$ cat config.mk
export PLATFORM = sky130hd
export DESIGN_NAME = echo_ind_serializer_flat
export DESIGN_NICKNAME = d
export VERILOG_FILES = /design/src/rtl/echo_ind_serializer_if.sv /design/src/rtl/echo_ind_serializer.sv /design/src/flat_wrapper.sv
export SDC_FILE = /design/constraint.sdc
export NUM_CORES = 1
export LEC_CHECK = 0
export CAP_MARGIN = 15
export CORE_UTILIZATION = 25
export DETAILED_ROUTE_END_ITERATION = 10
export PLACE_DENSITY_LB_ADDON = 0.15
export SLEW_MARGIN = 10
export SYNTH_ARGS = -nofsm -noshare
export SYNTH_HDL_FRONTEND = slang
export SYNTH_SLANG_ARGS = --single-unit
$ cat constraint.sdc
create_clock -name CLK -period 3 [get_ports CLK]
set_input_delay 0.6 -clock CLK [delete_from_list [all_inputs] [get_ports CLK]]
set_output_delay 0.6 -clock CLK [all_outputs]
set_load 0.05 [all_outputs]
$ cat src/rtl/echo_ind_serializer_if.sv
// Handshake bundle between the echo responder, the indication serializer and
// the host word stream. The serializer takes the slave view.
interface echo_ind_serializer_if;
  logic        ind_echo__RDY;
  logic        ind_echo__ENA;
  logic [31:0] ind_echo_v;
  logic        out_word__ENA;
  logic        out_word__RDY;
  logic [31:0] out_word_v;
  logic        out_word_last;
  logic [15:0] msg_count;

  modport slave (
    output ind_echo__RDY,
    input  ind_echo__ENA,
    input  ind_echo_v,
    output out_word__ENA,
    input  out_word__RDY,
    output out_word_v,
    output out_word_last,
    output msg_count
  );

  modport master (
    input  ind_echo__RDY,
    output ind_echo__ENA,
    output ind_echo_v,
    input  out_word__ENA,
    output out_word__RDY,
    input  out_word_v,
    input  out_word_last,
    input  msg_count
  );
endinterface

$ cat src/rtl/echo_ind_serializer.sv
// Buffers ind_echo payloads in a small FIFO and emits each one as a two-word
// portal message (header, payload) toward the host indication channel.
module echo_ind_serializer #(
  parameter int          DEPTH     = 4,
  parameter logic [7:0]  METHOD_ID = 8'h00
) (
  input  logic                  CLK,
  input  logic                  nRST,
  echo_ind_serializer_if.slave  bus
);

  localparam int PTR_W = $clog2(DEPTH);
  localparam int CNT_W = $clog2(DEPTH + 1);

  typedef enum logic [1:0] {IDLE, HDR, PAY} state_e;

  state_e             state_q, state_d;
  logic [PTR_W-1:0]   rd_ptr_q, rd_ptr_d;
  logic [PTR_W-1:0]   wr_ptr_q, wr_ptr_d;
  logic [CNT_W-1:0]   count_q, count_d;
  logic [7:0]         seq_q, seq_d;
  logic [15:0]        msg_count_q, msg_count_d;
  logic [31:0]        mem_q [DEPTH];

  logic rdy, enq, out_ena, xfer, deq;

  // Ready depends only on the count register, never on downstream ready.
  assign rdy     = nRST && (count_q != CNT_W'(DEPTH));
  assign enq     = bus.ind_echo__ENA && rdy;
  assign out_ena = (state_q != IDLE);
  assign xfer    = out_ena && bus.out_word__RDY;
  assign deq     = (state_q == PAY) && xfer;

  assign bus.ind_echo__RDY = rdy;
  assign bus.out_word__ENA = out_ena;
  assign bus.out_word_last = (state_q == PAY);
  assign bus.msg_count     = msg_count_q;

  always_comb begin
    bus.out_word_v = 32'd0;
    case (state_q)
      HDR:     bus.out_word_v = {METHOD_ID, seq_q, 16'd2};
      PAY:     bus.out_word_v = mem_q[rd_ptr_q];
      default: bus.out_word_v = 32'd0;
    endcase
  end

  // NOTE: every next-state variable gets a default first so no path leaves it
  // unassigned; that is what keeps this block free of inferred latches.
  always_comb begin
    state_d     = state_q;
    rd_ptr_d    = rd_ptr_q;
    wr_ptr_d    = wr_ptr_q;
    seq_d       = seq_q;
    msg_count_d = msg_count_q;
    count_d     = count_q + CNT_W'(enq) - CNT_W'(deq);

    if (enq) wr_ptr_d = wr_ptr_q + PTR_W'(1);
    if (deq) begin
      rd_ptr_d    = rd_ptr_q + PTR_W'(1);
      seq_d       = seq_q + 8'd1;
      msg_count_d = msg_count_q + 16'd1;
    end

    case (state_q)
      IDLE:    if (count_q != '0) state_d = HDR;
      HDR:     if (xfer) state_d = PAY;
      PAY:     if (xfer) state_d = (count_d != '0) ? HDR : IDLE;
      default: state_d = IDLE;
    endcase
  end

  // NOTE: non-blocking assignments for all state so every flop samples the
  // pre-edge values regardless of process evaluation order.
  always_ff @(posedge CLK) begin
    if (!nRST) begin
      state_q     <= IDLE;
      rd_ptr_q    <= '0;
      wr_ptr_q    <= '0;
      count_q     <= '0;
      seq_q       <= '0;
      msg_count_q <= '0;
    end else begin
      state_q     <= state_d;
      rd_ptr_q    <= rd_ptr_d;
      wr_ptr_q    <= wr_ptr_d;
      count_q     <= count_d;
      seq_q       <= seq_d;
      msg_count_q <= msg_count_d;
    end
  end

  // NOTE: the storage array has no reset; pointers and count alone define
  // which entries are valid, so clearing the data would only cost logic.
  always_ff @(posedge CLK) begin
    if (enq) mem_q[wr_ptr_q] <= bus.ind_echo_v;
  end

endmodule

$ cat src/flat_wrapper.sv
// flat-port wrapper written by rule: the top's interface ports become plain ports
module echo_ind_serializer_flat 
#(
  parameter int          DEPTH     = 4,
  parameter logic [7:0]  METHOD_ID = 8'h00
)
  (CLK, nRST, bus_ind_echo__RDY, bus_ind_echo__ENA, bus_ind_echo_v, bus_out_word__ENA, bus_out_word__RDY, bus_out_word_v, bus_out_word_last, bus_msg_count);
  echo_ind_serializer_if bus_i ();
  input  logic CLK;
  input  logic nRST;
  output wire logic [$bits(bus_i.ind_echo__RDY)-1:0] bus_ind_echo__RDY;
  input wire logic [$bits(bus_i.ind_echo__ENA)-1:0] bus_ind_echo__ENA;
  input wire logic [$bits(bus_i.ind_echo_v)-1:0] bus_ind_echo_v;
  output wire logic [$bits(bus_i.out_word__ENA)-1:0] bus_out_word__ENA;
  input wire logic [$bits(bus_i.out_word__RDY)-1:0] bus_out_word__RDY;
  output wire logic [$bits(bus_i.out_word_v)-1:0] bus_out_word_v;
  output wire logic [$bits(bus_i.out_word_last)-1:0] bus_out_word_last;
  output wire logic [$bits(bus_i.msg_count)-1:0] bus_msg_count;
  assign bus_ind_echo__RDY = bus_i.ind_echo__RDY;
  assign bus_i.ind_echo__ENA = bus_ind_echo__ENA;
  assign bus_i.ind_echo_v = bus_ind_echo_v;
  assign bus_out_word__ENA = bus_i.out_word__ENA;
  assign bus_i.out_word__RDY = bus_out_word__RDY;
  assign bus_out_word_v = bus_i.out_word_v;
  assign bus_out_word_last = bus_i.out_word_last;
  assign bus_msg_count = bus_i.msg_count;
  echo_ind_serializer #(.DEPTH(DEPTH), .METHOD_ID(METHOD_ID)) u_core (.CLK(CLK), .nRST(nRST), .bus(bus_i));
endmodule
---- Yosys cells after proc, flatten, opt, wreduce, memory -nomap -nowiden ----
Memories as Yosys holds them, arrays and structs flattened. A register that Yosys moved wholly into a read port is not among the register bits.
Cells that the tools add are included.
operators by class
  eq/ne operators ......................... 6
  $add $sub $neg .......................... 6
  mux-type cells .......................... 10
  reduce and logical (&&, ||, !) cells .... 9
operators with widths
  operator                                                         number
  32-bit case mux with 2 select lines                              1
  16-bit by 1-bit adder with 16-bit output, second input constant  1
  2-bit two-way mux                                                5
  8-bit by 1-bit adder with 8-bit output, second input constant    1
  2-bit by 1-bit != test with 1-bit output, second input constant  3
  2-bit case mux with 3 select lines                               1
  3-bit nonzero test                                               2
  2-bit by 1-bit adder with 2-bit output, second input constant    2
  1-bit logical AND                                                4
  3-bit by 1-bit adder with 3-bit output                           1
  1-bit two-way mux                                                3
  3-bit != test, second input constant                             1
  3-bit AND reduction                                              1
  3-bit by 1-bit subtractor with 3-bit output                      1
  2-bit by 1-bit == test with 1-bit output, second input constant  1
  2-bit == test, second input constant                             1
  2-bit zero test                                                  1
  2-bit nonzero test                                               1
storage, ports and cells
  output and inout bits ................... 51
  register bits after elaboration ......... 33
  bits in writable memories ............... 128
  input port bits ......................... 36
  memories kept ........................... 1
memories
  name          depth  bits a word  rd ports  clocked after Yosys merged registers in  wr ports  RTL line                   RTL
  u_core.mem_q  4      32           1         1                                        1         echo_ind_serializer.sv:23  logic [31:0] mem_q [DEPTH];

---- Depth between registers and ports, before layout ----
Gate-level depths: netlist (run 1).
  word-level depth ........................ 9
  mapped depth ............................ 13
  depth with buffers taken out ............ 12

---- Least setup slack after synthesis (run 1) ----
OpenSTA, ideal clock, no wires.
  kind .................................... register -> register
  from .................................... register u_core.state_q[0]
  to ...................................... register u_core.state_q[0]
  stages on the path, launching flop included .. 14
  data arrival time ....................... 2.864 ns
  library setup time ...................... 0.136 ns
  slack ................................... 0.001 ns
  cells stage by stage .................... dfxtp_1 -> inv_1 -> ha_1 -> nand3b_2 -> inv_1 -> buf_2 -> ha_1 -> inv_1 -> ha_1 -> fa_1 -> xnor2_1 -> xnor2_1 -> o311ai_0 -> a31oi_1
on the way
  elaborated cells on any way between the ends .. 15
  classes of those cells .................. 1 x add/sub; 5 x eq/ne; 3 x mux; 6 x reduce/logical
RTL lines
  what                                         RTL line                   RTL
  start: declaration                           echo_ind_serializer.sv:17  state_e state_q, state_d;
  start signal: assignment                     echo_ind_serializer.sv:84  state_q <= state_d;
  2-bit == test                                -
  named net bus_out_word_last                  flat_wrapper.sv:17         output wire logic [$bits(bus_i.out_word_last)-1:0] bus_out_word_last;
  1-bit logical AND                            echo_ind_serializer.sv:32  assign deq = (state_q == PAY) && xfer;
  named net u_core.deq                         echo_ind_serializer.sv:25  logic rdy, enq, out_ena, xfer, deq;
  3-bit by 1-bit subtractor with 3-bit output  echo_ind_serializer.sv:56  count_d = count_q + CNT_W'(enq) - CNT_W'(deq);
  3-bit nonzero test                           echo_ind_serializer.sv:68  PAY: if (xfer) state_d = (count_d != '0) ? HDR : IDLE;
  1-bit two-way mux                            echo_ind_serializer.sv:68
  2-bit two-way mux                            echo_ind_serializer.sv:68
  2-bit case mux with 3 select lines           echo_ind_serializer.sv:65  case (state_q)
The timed path passes the listed nets, and every way through them passes these cells. The select of a mux whose other input is x is not followed.
A chain may end at the register's enable or synchronous reset.

==> key figures, run 1 <==
Timing
  • Final setup vio count: 0
  • Final hold violation count: 0
  • Hold slack: 0.484 ns
  • Final Critical Period: 2.84 ns
  • RSZ-0062 raised after global routing: false
  • Worst rel slew slack: 66.1%
  • Final TNS setup: 0 ns
  • Fmax: 0.352 GHz
  • Crit share post-route: 94.7%
  • Clock Skew: 0.0128 ns
  • Final Max Tran Viols: 0
  • Slew @ Worst Pin: 0.507 ns

Clocking
  • H-tree depth: 4
  • Post-cts hold buffer count: 0
  • TritonCTS clock tree: built
  • Root Driver: clkbuf_16
  • Inserted Clock Buffers: 17
  • Post-CTS setup buffers: 0
  • Clk slew on worst S/H paths: 0.07 ns
  • Clk_lat worst skew: 0.42 ns
  • Clk sinks: 163
  • Max Root-Sink Buffers: 2
  • Post-CTS Resized: 0

Placed design
  • Hpwl dp: 8920 µm
  • I/O Buffers: 86
  • Routability cong.: 0.715

Logic synthesis
  • Cells after Synth: 393
  • #FFs+latches synth: 163
  • EDFF count, synth: 128
  • Netlist area before placement: 0.00654 mm²
  • Ys Warns: 0
  • Syn nets: 442
  • Top FF cell, synth: edfxtp_1
  • Synthesized area per cell: 16.6 µm²
  • Library cells used by synthesis: 42
  • Sequential fraction of the synthesis area: 69.5%
  • Async SR Flop Fraction: 0%

Critical path
  • R2r worst-path depth: 12
  • Top cell family by delay on the critical path: flip-flops
  • Most used cell along the critical path: buf_12
  • Reg2reg end: u_core.state_q[0]
  • WS Path Type: reg2out
  • Critical Path RT: 2.40 ns
  • CP max stage delay: 0.60 ns
  • Flop-to-flop setup slack: 0.37 ns
  • Critical path launch point type: register
  • Crit path max fanout: 14
  • WP buf/inv: 2
  • Cell Chain, Critical Path: buf_12, mux4_2, a22o_1, buf_12
  • Launch point of the worst reg-to-reg path: u_core.state_q[0]
  • Crit path DAT: 2.24 ns
  • CP endpoint kind: output port
  • CP max-delay cell: dfxtp_2

Final layout
  • Area of the multi-input gates: 0.00186 mm²
  • Highest-count cells in the layout ignoring fill and taps: edfxtp_1, clkdlybuf4s50_1, buf_12, dfxtp_1, mux4_2
  • Layout area overhead: 35.5%
  • Filler cell count: 2458
  • Layout cells sized above 1: 24.4%
  • Storage cell area: 0.00455 mm²
  • Commonest non-fill, non-tap cell in the layout: edfxtp_1
  • Nets: 544

Routing
  • Met1 WL: 6330 µm
  • Wire length on met2: 7080 µm
  • 1st-iter DRT viols: 214
  • Initial DRT Pass Iterations: 4
  • Vias: 3644
  • Final antenna-violating net count: 0
  • Top sig layer: met4
  • Wirelength per Cell: 17.2 µm
  • Wire length on met3: 890 µm
  • Detail-routed via count per cell: 4.34
  • Residual DRC count: 0
  • WL final: 14400 µm

Worst hold path
  • Cells on Worst Hold Path: 2
  • Hold crit path type: reg2reg
  • Min-delay src: u_core.bus.msg_count[15]
  • Hold endpoint: u_core.bus.msg_count[15]

Die
  • Core footprint: 0.0254 mm²
  • Die width: 164 µm
  • # IOs: 87
  • Initial Util: 25.7%
  • # rows: 58
  • Die H: 164 µm
  • Die footprint: 0.0268 mm²

GRT
  • Total track usage: 11.3%
  • Vias in the first global route: 3877
  • Global-route wire length before repair: 22200 µm
  • Grt ovf: 0
  • Largest net degree at the start of global routing: 33
  • Initial antenna violation count: 1

Run
  • Max-Cap Viols: 0

Power and ir drop
  • Power Dens Cells: 628 mW/mm²
  • Max rail drop VDD: 0.271 mV
  • Static leakage power: 2.93 nW

Outcome
  • Outcome: finished clean
-- cells in the mapped netlist, types with 3 or more instances --
master    number  area share, %
a22o_1         8            1.1
edfxtp_1     128             59
nand4_1        9           0.86
dfxtp_1       35             11
nand3_1        4           0.31
mux4_2        32             11
buf_2          5           0.38
nand2_1       12           0.69
clkbuf_1       9           0.52
inv_1         16           0.92
nor2_1        23            1.3
a21oi_1        8           0.61
xnor2_1       13            1.7
xor2_1         9            1.2
ha_1          12            2.3
nor4_1         3           0.29
o21ai_0        4           0.31
and2_1        30            2.9
-- area by class of cell --
cell class,instances,area share (%)
flip-flops and latches,163,51.3
multi-input cells,197,21.0
repair buffers,100,15.3
clock buffers,18,4.85
well taps,330,4.66
clock inverters,14,2.08
inverters,16,0.678
diodes,1,0.0283
-- cells by family after synthesis --
family / share of synthesized area (%)
xor gates and xnor gates: 2.95
muxes: 11.3
adders and majority gates: 2.60
DFF: 69.5
AOI/OAI and AO/OA: 2.74
and+or+nand+nor: 8.77
buffers and inverters: 2.11
-- flip-flops by register name, indices dropped and copies added (netlist names), named ones only --
name,count
u_core.state_q,2
u_core.count_q,3
u_core.wr_ptr_q,2
u_core.rd_ptr_q,2
u_core.mem_q,128
u_core.bus.msg_count,16
u_core.seq_q,8
-- power breakdown --
group          internal, W  total [W]  switching, W
clock              0.00127    0.00225      0.000974
combinational     0.000326   0.000734      0.000408
sequential         0.00254    0.00258     0.0000403
-- worst register-to-register path, stage by stage, from the launching register on --
cell      delay (ns)
dfxtp_1         0.34
inv_1           0.09
ha_1            0.26
nand3b_2        0.17
inv_1           0.06
ha_1            0.27
inv_1           0.04
ha_1            0.17
fa_1            0.38
xnor2_1         0.15
xnor2_1         0.14
o311ai_0        0.31
a31oi_1         0.13
-- metrics by stage --
| stage | setup WS (ns) | total power, W | cell area (µm²) | std cells | util (%) |
|---|---|---|---|---|---|
| finish | 0.159 | 0.00556 | 8860 | 839 | 34.9 |
| global route | 0.0119 | 0.00579 | 8850 | 838 | 34.9 |
| CTS | 0.0130 | 0.00564 | 8850 | 838 | 34.9 |
| detailed placement | 0.0530 | 0.00338 | 8240 | 806 | 32.4 |
| global placement | 0.0913 | 0.00336 | 8240 | 806 | 32.4 |
| floorplan | 0.000701 | 0.00304 | 6540 | 393 | - |
-- layer usage --
metal / vias up / GRT usage (%)
met5: - / 0
li1: 1702 / -
met4: 0 / 2.69
met2: 86 / 19.0
met3: 6 / 4.02
met1: 1850 / 13.9
-- worst max path at each step --
stage	startpoint	cells after the start	slack (ns)	to
2_1_floorplan	u_core.state_q[0]	13	0.0007	u_core.state_q[0]
3_3_place_gp	bus_out_word__RDY	11	0.09	u_core.state_q[0]
3_5_place_dp	bus_out_word__RDY	11	0.05	u_core.state_q[0]
4_1_cts	u_core.state_q[0]	6	0.01	bus_out_word_v[20]
5_1_grt	register	4	0.01	bus_out_word_v[19]
6_report	register	4	0.16	bus_out_word_v[19]
No activity file was read; power rests on OpenSTA's default activity.
==> run 2: changes to the inputs <==
--- a/config.mk
+++ b/config.mk
@@ -5,11 +5,11 @@
 export SDC_FILE = /design/constraint.sdc
 export NUM_CORES = 1
 export LEC_CHECK = 0
+export ABC_CLOCK_PERIOD_IN_PS = 3000
 export CAP_MARGIN = 15
 export CORE_UTILIZATION = 25
 export DETAILED_ROUTE_END_ITERATION = 10
 export PLACE_DENSITY_LB_ADDON = 0.15
-export SLEW_MARGIN = 10
 export SYNTH_ARGS = -nofsm -noshare
 export SYNTH_HDL_FRONTEND = slang
 export SYNTH_SLANG_ARGS = --single-unit
==> results of run 2 <==
The final DEF is identical to that of run 1; final timing and power are the same.
